### src/rtl/scene_display_ctrl.sv
// Scene sequencer for the VGA colour path.
// Runs the title / play / lose / win state machine, applies scene changes
// only at frame start, flashes the lose screen, and registers the selected
// renderer colour onto the VGA pins.
module scene_display_ctrl #(
  parameter int unsigned FLASH_FRAMES = 15,       // frames per flash half-period (1..255)
  parameter int unsigned LOSE_HOLD    = 120,      // frames the lose screen ignores restart (0..255)
  parameter logic [11:0] BLACK        = 12'h000   // blanking / flash-off colour
) (
  input  logic        clk,
  input  logic        reset,
  input  logic        bright,
  input  logic [9:0]  hCount,
  input  logic [9:0]  vCount,
  input  logic        start_btn,
  input  logic        restart_btn,
  input  logic        game_over,
  input  logic        game_won,
  input  logic [11:0] rgb_title,
  input  logic [11:0] rgb_play,
  input  logic [11:0] rgb_lose,
  input  logic [11:0] rgb_win,
  output logic [11:0] rgb,
  output logic [1:0]  scene,
  output logic        frame_tick
);

  typedef enum logic [1:0] {
    TITLE = 2'd0,
    PLAY  = 2'd1,
    LOSE  = 2'd2,
    WIN   = 2'd3
  } scene_e;

  localparam logic [7:0] FLASH_LAST = 8'(FLASH_FRAMES - 1);
  localparam logic [7:0] HOLD_CNT   = 8'(LOSE_HOLD);

  scene_e      scene_q, scene_d;
  logic        p_start_q, p_start_d;
  logic        p_over_q, p_over_d;
  logic        p_won_q, p_won_d;
  logic        p_restart_q, p_restart_d;
  logic [7:0]  frame_cnt_q, frame_cnt_d;
  logic [7:0]  flash_cnt_q, flash_cnt_d;
  logic        flash_phase_q, flash_phase_d;
  logic        at_origin, at_origin_q;
  logic [11:0] rgb_q, rgb_d;

  // Requests folded with what is already pending; illegal requests vanish here.
  logic start_pend, over_pend, won_pend, restart_pend;

  assign at_origin  = (hCount == 10'd0) && (vCount == 10'd0);
  // The counters dwell on the origin for several clocks; only the first one ticks.
  assign frame_tick = at_origin && !at_origin_q;

  assign start_pend   = p_start_q   || (start_btn   && (scene_q == TITLE));
  assign over_pend    = p_over_q    || (game_over   && (scene_q == PLAY));
  assign won_pend     = p_won_q     || (game_won    && (scene_q == PLAY));
  assign restart_pend = p_restart_q || (restart_btn && ((scene_q == LOSE) || (scene_q == WIN)));

  // Scene transitions, pending-request bookkeeping and lose-screen counters.
  always_comb begin
    // NOTE: every signal gets its hold value first so no path leaves it unassigned (no latch).
    scene_d       = scene_q;
    p_start_d     = start_pend;
    p_over_d      = over_pend;
    p_won_d       = won_pend;
    p_restart_d   = restart_pend;
    frame_cnt_d   = frame_cnt_q;
    flash_cnt_d   = flash_cnt_q;
    flash_phase_d = flash_phase_q;

    if (frame_tick) begin
      unique case (scene_q)
        TITLE: if (start_pend) scene_d = PLAY;
        PLAY: begin
          // A simultaneous loss and win resolves to the loss.
          if (over_pend)     scene_d = LOSE;
          else if (won_pend) scene_d = WIN;
        end
        LOSE: if (restart_pend && (frame_cnt_q >= HOLD_CNT)) scene_d = TITLE;
        WIN:  if (restart_pend) scene_d = TITLE;
      endcase

      // Requests are consumed at frame start, except an early restart on the
      // lose screen, which waits for the hold period to run out.
      p_start_d   = 1'b0;
      p_over_d    = 1'b0;
      p_won_d     = 1'b0;
      p_restart_d = (scene_q == LOSE) && (scene_d == LOSE) && restart_pend;

      if (scene_d != scene_q) begin
        frame_cnt_d   = 8'd0;
        flash_cnt_d   = 8'd0;
        flash_phase_d = 1'b1;
      end else if (scene_q == LOSE) begin
        frame_cnt_d = (frame_cnt_q == 8'hFF) ? frame_cnt_q : frame_cnt_q + 8'd1;
        if (flash_cnt_q == FLASH_LAST) begin
          flash_cnt_d   = 8'd0;
          flash_phase_d = !flash_phase_q;
        end else begin
          flash_cnt_d = flash_cnt_q + 8'd1;
        end
      end
    end
  end

  // Pixel colour select: blank outside the visible area and in the lose flash-off phase.
  always_comb begin
    rgb_d = BLACK;
    if (bright) begin
      unique case (scene_q)
        TITLE: rgb_d = rgb_title;
        PLAY:  rgb_d = rgb_play;
        LOSE:  rgb_d = flash_phase_q ? rgb_lose : BLACK;
        WIN:   rgb_d = rgb_win;
      endcase
    end
  end

  // State and output registers.
  always_ff @(posedge clk or posedge reset) begin
    if (reset) begin
      scene_q       <= TITLE;
      p_start_q     <= 1'b0;
      p_over_q      <= 1'b0;
      p_won_q       <= 1'b0;
      p_restart_q   <= 1'b0;
      frame_cnt_q   <= 8'd0;
      flash_cnt_q   <= 8'd0;
      flash_phase_q <= 1'b1;
      // Held high so no tick can be raised while reset is asserted.
      at_origin_q   <= 1'b1;
      rgb_q         <= BLACK;
    end else begin
      // NOTE: non-blocking assignments so every register samples pre-edge values.
      scene_q       <= scene_d;
      p_start_q     <= p_start_d;
      p_over_q      <= p_over_d;
      p_won_q       <= p_won_d;
      p_restart_q   <= p_restart_d;
      frame_cnt_q   <= frame_cnt_d;
      flash_cnt_q   <= flash_cnt_d;
      flash_phase_q <= flash_phase_d;
      at_origin_q   <= at_origin;
      rgb_q         <= rgb_d;
    end
  end

  assign rgb   = rgb_q;
  assign scene = scene_q;

endmodule

### config.mk
export PLATFORM = sky130hd
export DESIGN_NAME = scene_display_ctrl
export DESIGN_NICKNAME = d
export VERILOG_FILES = /design/src/rtl/scene_display_ctrl.sv
export SDC_FILE = /design/constraint.sdc
export NUM_CORES = 1
export LEC_CHECK = 0
export BUFFER_PORTS_ARGS = -buffer_cell sky130_fd_sc_hd__buf_2
export CAP_MARGIN = 40
export CORE_MARGIN = 2
export CORE_UTILIZATION = 43
export DETAILED_ROUTE_END_ITERATION = 12
export PLACE_DENSITY = 0.78
export SLEW_MARGIN = 20
export SYNTH_ARGS = -nofsm -noshare
export SYNTH_HDL_FRONTEND = slang
export SYNTH_SLANG_ARGS = --single-unit
### constraint.sdc
create_clock -name clk -period 1.74 [get_ports clk]
set_input_delay 0.435 -clock clk [delete_from_list [all_inputs] [get_ports clk]]
set_output_delay 0.435 -clock clk [all_outputs]
set_load 0.01 [all_outputs]
**Word level (Yosys, flattened, before mapping)**

Cells that the tools add are included.

- $add $sub $neg: 2
- $lt $le $gt $ge: 1
- Equal/unequal tests: 8
- Muxes and demuxes: 23
- Reduce and logical (&&, ||, !) cells: 24

Operator list:

| operator | count |
|---|---|
| 2-to-1 mux 8 bit | 6 |
| case mux 12 bit (4 select lines) | 1 |
| 2-to-1 mux 12 bit | 2 |
| zero test 10 bit | 2 |
| adder 8 x 1 -> 8 bit, second input constant | 2 |
| 2-to-1 mux 2 bit | 6 |
| logical AND 1 bit | 9 |
| == test 8 x 4 -> 1 bit, second input constant | 1 |
| == test 8 bit, second input constant | 1 |
| >= comparator 8 x 7 -> 1 bit, second input constant | 1 |
| case mux 2 bit (4 select lines) | 1 |
| 2-to-1 mux 1 bit | 7 |
| == test 2 bit, second input constant | 3 |
| AND reduction 3 bit | 2 |
| logical OR 1 bit | 5 |
| nonzero test 2 bit | 2 |
| == test 2 x 1 -> 1 bit, second input constant | 1 |
| zero test 1 bit | 2 |
| zero test 2 bit | 1 |
| inequality test 2 bit | 1 |
| inequality test 2 bit, second input constant | 1 |
| AND reduction 2 bit | 1 |

- Bits in registers: 36
- Bits of input ports: 75
- Output and inout bits: 15
- Word-level logic and storage cells: 68

**Logic depth before layout (Yosys ltp)**

Gate-level depths: netlist (run 1).

- Depth in word-level cells: 12
- Depth in mapped cells: 7
- Mapped depth without buffers: 6

**Least setup slack after synthesis (run 1)**

No wires, ideal clock.

- Kind: in2reg
- From: in hCount[1]
- To: reg flash_cnt_q[4]
- Setup time: 0.078 ns
- Arrival: 1.858 ns
- Required time: 1.662 ns
- Path slack: -0.196 ns
- Cell stages on the path: 6
- Path buffers: 1
- Path through: nor4_1 nand3_1 or3_4 buf_6 or3_1 a21oi_1

- Word-level cells in the longest chain between the ends: 4

RTL lines:

| element | line | RTL |
|---|---|---|
| start, declared | 13 | `input logic [9:0] hCount,` |
| zero test 10 bit | 52 | `assign at_origin = (hCount == 10'd0) && (vCount == 10'd0);` |
| logical AND 1 bit | 52 |  |
| logical AND 1 bit | 54 | `assign frame_tick = at_origin && !at_origin_q;` |
| AND reduction 2 bit (no source line) | n/a |  |
| end signal, assigned | 143 | `flash_cnt_q <= flash_cnt_d;` |
| end, declared | 44 | `logic [7:0] flash_cnt_q, flash_cnt_d;` |

No other way between the ends.
A chain may end at the register's enable or synchronous reset.

**Final worst setup path (run 1)**

- From: reg scene_q[1] (netlist: scene[1])
- To: reg flash_cnt_q[7]

- Word-level cells in the longest chain between the ends: 11
- Elaborated cells between the ends (all ways): 25
- Those cells by class: eq/ne (4); mux (8); reduce/logical (13)

RTL lines:

| element | line | RTL |
|---|---|---|
| start, declared | 38 | `scene_e scene_q, scene_d;` |
| start signal, assigned | 137 | `scene_q <= scene_d;` |
| == test 2 bit, on equally long branches | 59, 74, 96 |  |
| logical OR 1 bit | 59 | `assign restart_pend = p_restart_q \|\| (restart_btn && ((scene_q == LOSE) \|\| (scene_q == WIN)));` |
| logical AND 1 bit | 59 |  |
| logical OR 1 bit | 59 |  |
| logical AND 1 bit | 81 | `LOSE: if (restart_pend && (frame_cnt_q >= HOLD_CNT)) scene_d = TITLE;` |
| 2-to-1 mux 2 bit | 81 |  |
| case mux 2 bit (4 select lines) | 74 | `unique case (scene_q)` |
| 2-to-1 mux 2 bit | 73 | `if (frame_tick) begin` |
| inequality test 2 bit | 92 | `if (scene_d != scene_q) begin` |
| nonzero test 2 bit (no source line) | n/a |  |
| AND reduction 2 bit (no source line) | n/a |  |

Parallel ways exist; a longest one is shown, timed or not. The select of a mux whose other input is x is not followed.

==> results of run 1 <==
[routing by layer]
metal  vias up  global-route usage [%]
li1       1084                       -
met1      1066                    25.6
met2       101                    39.4
met3         9                    4.25
met4         0                    7.68
met5         -                       0
[cell usage after synthesis (3+ instances only)]
| library cell | count |
|---|---|
| o21ai_1 | 10 |
| nand2_1 | 12 |
| nor4_1 | 7 |
| dfrtp_1 | 34 |
| a221oi_1 | 12 |
| or3_1 | 3 |
| ha_1 | 4 |
| a21o_1 | 5 |
| a211oi_1 | 12 |
| nand4_1 | 8 |
| nor3_1 | 4 |
| mux2i_1 | 13 |
| and2_1 | 5 |
| nand3_1 | 7 |
| clkbuf_1 | 8 |
| a21oi_1 | 11 |
| inv_1 | 9 |
| nor2_1 | 12 |
[kinds of logic (layout without fill, tap and decap cells)]
group / Yosys count / count (layout) / share of synthesized area, %
buf+inv: 22 / 147 / 4.44
mux: 14 / 14 / 6.77
flops: 36 / 36 / 43.3
compound gates: 65 / 66 / 22.1
xor+xnor: 2 / 2 / 0.839
simple gates: 74 / 74 / 20.2
fa+ha+maj: 4 / 4 / 2.40
[cell type report]
cell class                 count  share of cell area [%]
clock buffer                   8                    3.06
inverter                      10                    1.30
multi-input combinational    160                    40.3
sequential                    36                    27.7
tap                           54                    2.07
timing repair buffer         129                    25.5
[flip-flops by register name, summed over array words and instances, names as in the netlist]
register       count
at_origin_q        1
flash_cnt_q        8
frame_cnt_q        8
flash_phase_q      1
scene              2
p_over_q           1
p_won_q            1
rgb               12
p_start_q          1
p_restart_q        1
[tightest hold or removal path, delay by kind of cell]
family / cells / cell delay [ns]
buffers and inverters: 3 / 0.53
[worst paths after layout]
path                                 from             end
min in group clk                vCount[0]     at_origin_q
worst min register to register    p_won_q         p_won_q
worst max-delay path             scene[1]  flash_cnt_q[7]
max in group asynchronous           reset        scene[1]
worst min-delay path                reset          rgb[2]
worst max register to register   scene[1]  flash_cnt_q[7]
[through the flow]
| step | cells | cell area, um^2 |
|---|---|---|
| after global routing | 397 | 3270 |
| after detailed placement | 382 | 2900 |
| after global placement | 382 | 2900 |
| after floorplan | 217 | 2210 |
| after CTS | 395 | 3130 |
| final | 397 | 3270 |
[power groups by stage]
stage	Combinational (uW)	Clock (uW)	Sequential, uW
CTS	148	666	837
detailed placement	144	0	853
finish	157	651	837
global route	171	698	836
global placement	140	0	853
floorplan	33.7	0	853
[what timing repair did]
| item | 4_1_cts | 5_1_grt |
|---|---|---|
| gates cloned | 1 | 0 |
| endpoints found under the setup margin | 18 | 20 |
| resized for setup | 18 | 26 |
| pin swaps | 10 | 6 |
| hold endpoints to repair | 0 | 0 |
| buffers inserted | 4 | 2 |
| hold buffers | 0 | 0 |
==> out/qor.yml, run 1 <==
rsz0062_at_grt: "yes"
nets: 421
clk_latency_ns: 0.29
postRouteAntennaNets: 0
port-buffer-count: 89
wl_per_cell_um: 15.7
fin_ws_ns: -0.171
finalSetupViolations: 12
die_h_um: 73.7
switching_share_pct: 21.9
synth-edff-count: 0
ys_warn_count: 0
slew_headroom_pct: 68.5
first_iter_violations: 93
status: "complete, but fails checks"
powerDensity_nw_per_um2: 503
max_cap_viol_count: 0
via_count: 2260
whs_ns: 0.240
die-area_um2: 5430
final_common_cell: "buf_2"
core_region_area_um2: 4690
die_w_um: 73.7
clockPowerShare_pct: 39.6
pwr-share-seq_pct: 50.9
hold_viol: 0
power.internal_uw: 1280
min_path_type: "primary input to async pin"
antenna_found_initial: 0
antenna_cells: 0
pwr-share-comb_pct: 9.5
grt_pass1_wl_um: 9250
cpPeakStageDelay_ns: 0.43
drt_wl_total_um: 6230
wl_met1_um: 2520
period_needed_ns: 1.91
power.total_uw: 1640
synth_area_per_cell_um2: 9.62
ff2ff_path_depth: 6
cts_tree: "built"
io_pins: 90
cts.sinks: 36
rows: 25
slowest_stage: "or4_4"
worst_pin_slew_ns: 0.473
drt_first_pass_iters: 4
crit_chain: "buf_12 > nor4_2 > a211o_1 > or3_4 > or4_4 > a21oi_2"
syn-instance-count: 217
synth_cell_types: 49
fmax_ghz: 0.523
fin_util_pct: 69.6
cts_buffers: 5
grt_max_degree: 37
grt_overflow: 0
drive_gt1_share_pct: 51.3
fin_skew_ns: 0.00583
cp.depth: 6
async_flop_share_pct: 100
multiInputGateArea_um2: 1320
vdd_ir_drop_max_mv: 0.259
synth_top_cell_area_share_pct: 40.8
synth-seq-cells: 36
crit_family: "simple AND/OR/NAND/NOR gates"
gp_congestion: 0.789
path_buf_inv: 1
syn_area_um2: 2090
drc: 0
critPathLaunchType: "flip-flop"
drv_slew: 0
synth_area_leaders: "dfrtp_1 (41%), mux2i_1 (6.2%), a221oi_1 (5.0%)"
required_ns: 1.95
yosysSeqAreaShare_pct: 43.3
viasPerCell: 5.69
crit_fanout: 8
fin_crit_sh_pct: 110
violations: "setup timing"
syn-num-nets: 296
dr_wl_met3_um: 468
cts_buffer_depth: 2
synth_top_flop_cell: "dfrtp_1"
grt_pass1_vias: 2121
met2_length_um: 3150
path_class: "flip-flop to flip-flop"
grt.total_usage_pct: 21.9
cp-end-kind: "flip-flop"
cts.htree.levels: 2
root_buffer: "clkbuf_8"
leakage_uw: 0.00159
ff2ff_setup_slack_ns: -0.17
highest_layer: "met4"
fillers: 338
initial_utilization_pct: 44.5
layout_common_cells: "buf_2 (81), buf_4 (33), dfrtp_1 (32)"
finalSetupTns_ns: -0.697
pre_cts_ws_ns: -0.314
post-dp-hpwl_um: 4270
clkTransAtPathRegs_ns: 0.07
synth_top_cell_by_area: "dfrtp_1"
p_switching_uw: 360
area_growth_pct: 56.5
crit_arrival_ns: 2.13
seq_area_um2: 906
No activity file was read; power rests on OpenSTA's default activity.
==> inputs of run 2 (changes only) <==
Settings changed: TNS_END_PERCENT set to 5.
==> out/qor.yml, run 2 (synthesized netlist as in run 1, its figures left out) <==
fin_ws_ns: -0.181
worst_pin_slew_ns: 0.451
fin_crit_sh_pct: 110
whs_ns: 0.212
die-area_um2: 5430
crit_chain: "nor4bb_1 > a211o_1 > or3_4 > or4_4 > a21oi_2"
cp-end-kind: "flip-flop"
drt_wl_total_um: 5930
die_h_um: 73.7
crit_arrival_ns: 2.15
status: "complete, but fails checks"
grt_pass1_vias: 2137
port-buffer-count: 89
nets: 418
pre_cts_ws_ns: -0.335
first_iter_violations: 117
clkTransAtPathRegs_ns: 0.08
antenna_found_initial: 0
grt_overflow: 0
p_switching_uw: 374
area_growth_pct: 44.1
finalSetupTns_ns: -0.946
clockPowerShare_pct: 38.1
wl_per_cell_um: 15.1
multiInputGateArea_um2: 1170
core_region_area_um2: 4690
grt.total_usage_pct: 22.9
hold_viol: 0
path_buf_inv: 0
rows: 25
required_ns: 1.97
cp.depth: 5
slew_headroom_pct: 70.0
fmax_ghz: 0.521
cp-startpoint: "scene[1]"
viasPerCell: 5.53
critPathLaunchType: "flip-flop"
largest_reg_flops: 12
min_path_type: "primary input to async pin"
r2r_start: "scene[1]"
violations: "setup timing"
max_cap_viol_count: 0
crit_fanout: 7
crit_end: "flash_cnt_q[7]"
antenna_cells: 0
grt_max_degree: 37
drv_slew: 0
cts_buffer_depth: 2
fin_skew_ns: 0.0114
cts_tree: "built"
switching_share_pct: 24.0
period_needed_ns: 1.92
fin_util_pct: 64.1
die_w_um: 73.7
layout_common_cells: "buf_2 (89), buf_4 (37), dfrtp_1 (32)"
cpPeakStageDelay_ns: 0.48
grt_pass1_wl_um: 9580
root_buffer: "clkbuf_8"
pwr-share-seq_pct: 53.7
seq_area_um2: 906
ff2ff_path_depth: 5
io_pins: 90
via_count: 2177
finalSetupViolations: 11
drc: 0
final_common_cell: "buf_2"
clk_latency_ns: 0.30
crit_family: "simple AND/OR/NAND/NOR gates"
power.internal_uw: 1190
cts.htree.levels: 2
drive_gt1_share_pct: 45.6
post-dp-hpwl_um: 4270
fillers: 387
cts.sinks: 36
cts_buffers: 5
path_class: "flip-flop to flip-flop"
gp_congestion: 0.882
r2r-end: "flash_cnt_q[7]"
pwr-share-comb_pct: 8.3
drt_first_pass_iters: 4
slowest_stage: "dfrtp_2"
rsz0062_at_grt: "yes"
postRouteAntennaNets: 0
leakage_uw: 0.00153
powerDensity_nw_per_um2: 518
initial_utilization_pct: 44.5
power.total_uw: 1560
vdd_ir_drop_max_mv: 0.302
ff2ff_setup_slack_ns: -0.18
==> run 2: power groups by stage <==
stage | Clock (uW) | Sequential, uW | Combinational (uW)
2_1_floorplan | 0 | 853 | 29.5
3_3_place_gp | 0 | 853 | 120
3_5_place_dp | 0 | 853 | 124
4_1_cts | 612 | 836 | 130
5_1_grt | 652 | 836 | 145
6_report | 594 | 836 | 129
==> run 2: worst min-delay path by stage <==
stage | start | to | slack [ns] | depth (start not counted)
2_1_floorplan | p_won_q | p_won_q | 0.46 | 2
3_3_place_gp | p_won_q | p_won_q | 0.48 | 2
3_5_place_dp | p_won_q | p_won_q | 0.50 | 2
4_1_cts | reset | p_restart_q | 0.24 | 3
5_1_grt | reset | p_start_q | 0.27 | 3
6_report | reset | scene[1] | 0.21 | 3
==> run 2: layer usage <==
layer | track usage, % | vias to the layer above | part of all wire (%)
met3 | 4.39 | 16 | 3.5
met2 | 38.9 | 56 | 52
met5 | 0 | - | 0
li1 | - | 1077 | -
met4 | 11.1 | 0 | 2.6
met1 | 27.7 | 1028 | 42
==> run 2: worst min-delay path, cell delays in order <==
cell and delay (ns):
buf_2 0.09, inv_1 0.04, buf_4 0.38
==> run 2: through the flow <==
step | instance area (um^2) | std cells
2_1_floorplan | 2100 | 217
3_3_place_gp | 2830 | 382
3_5_place_dp | 2830 | 382
4_1_cts | 2980 | 394
5_1_grt | 3010 | 394
6_report | 3010 | 394
==> run 2: final cells by class <==
class	instances	share of cell area, %
Tap cell	54	2.25
Multi-Input combinational cell	159	38.8
Clock buffer	5	2.29
Sequential cell	36	30.1
Inverter	10	1.25
Timing Repair Buffer	127	24.7
Clock inverter	3	0.624
==> run 2: repair_timing <==
action | CTS | global route
gates resized for setup | 7 | 7
hold buffers | 0 | 0
setup buffers | 4 | 0
setup endpoints to repair | 29 | 32
endpoints found under the hold margin | 0 | 0
pin swaps | 5 | 0
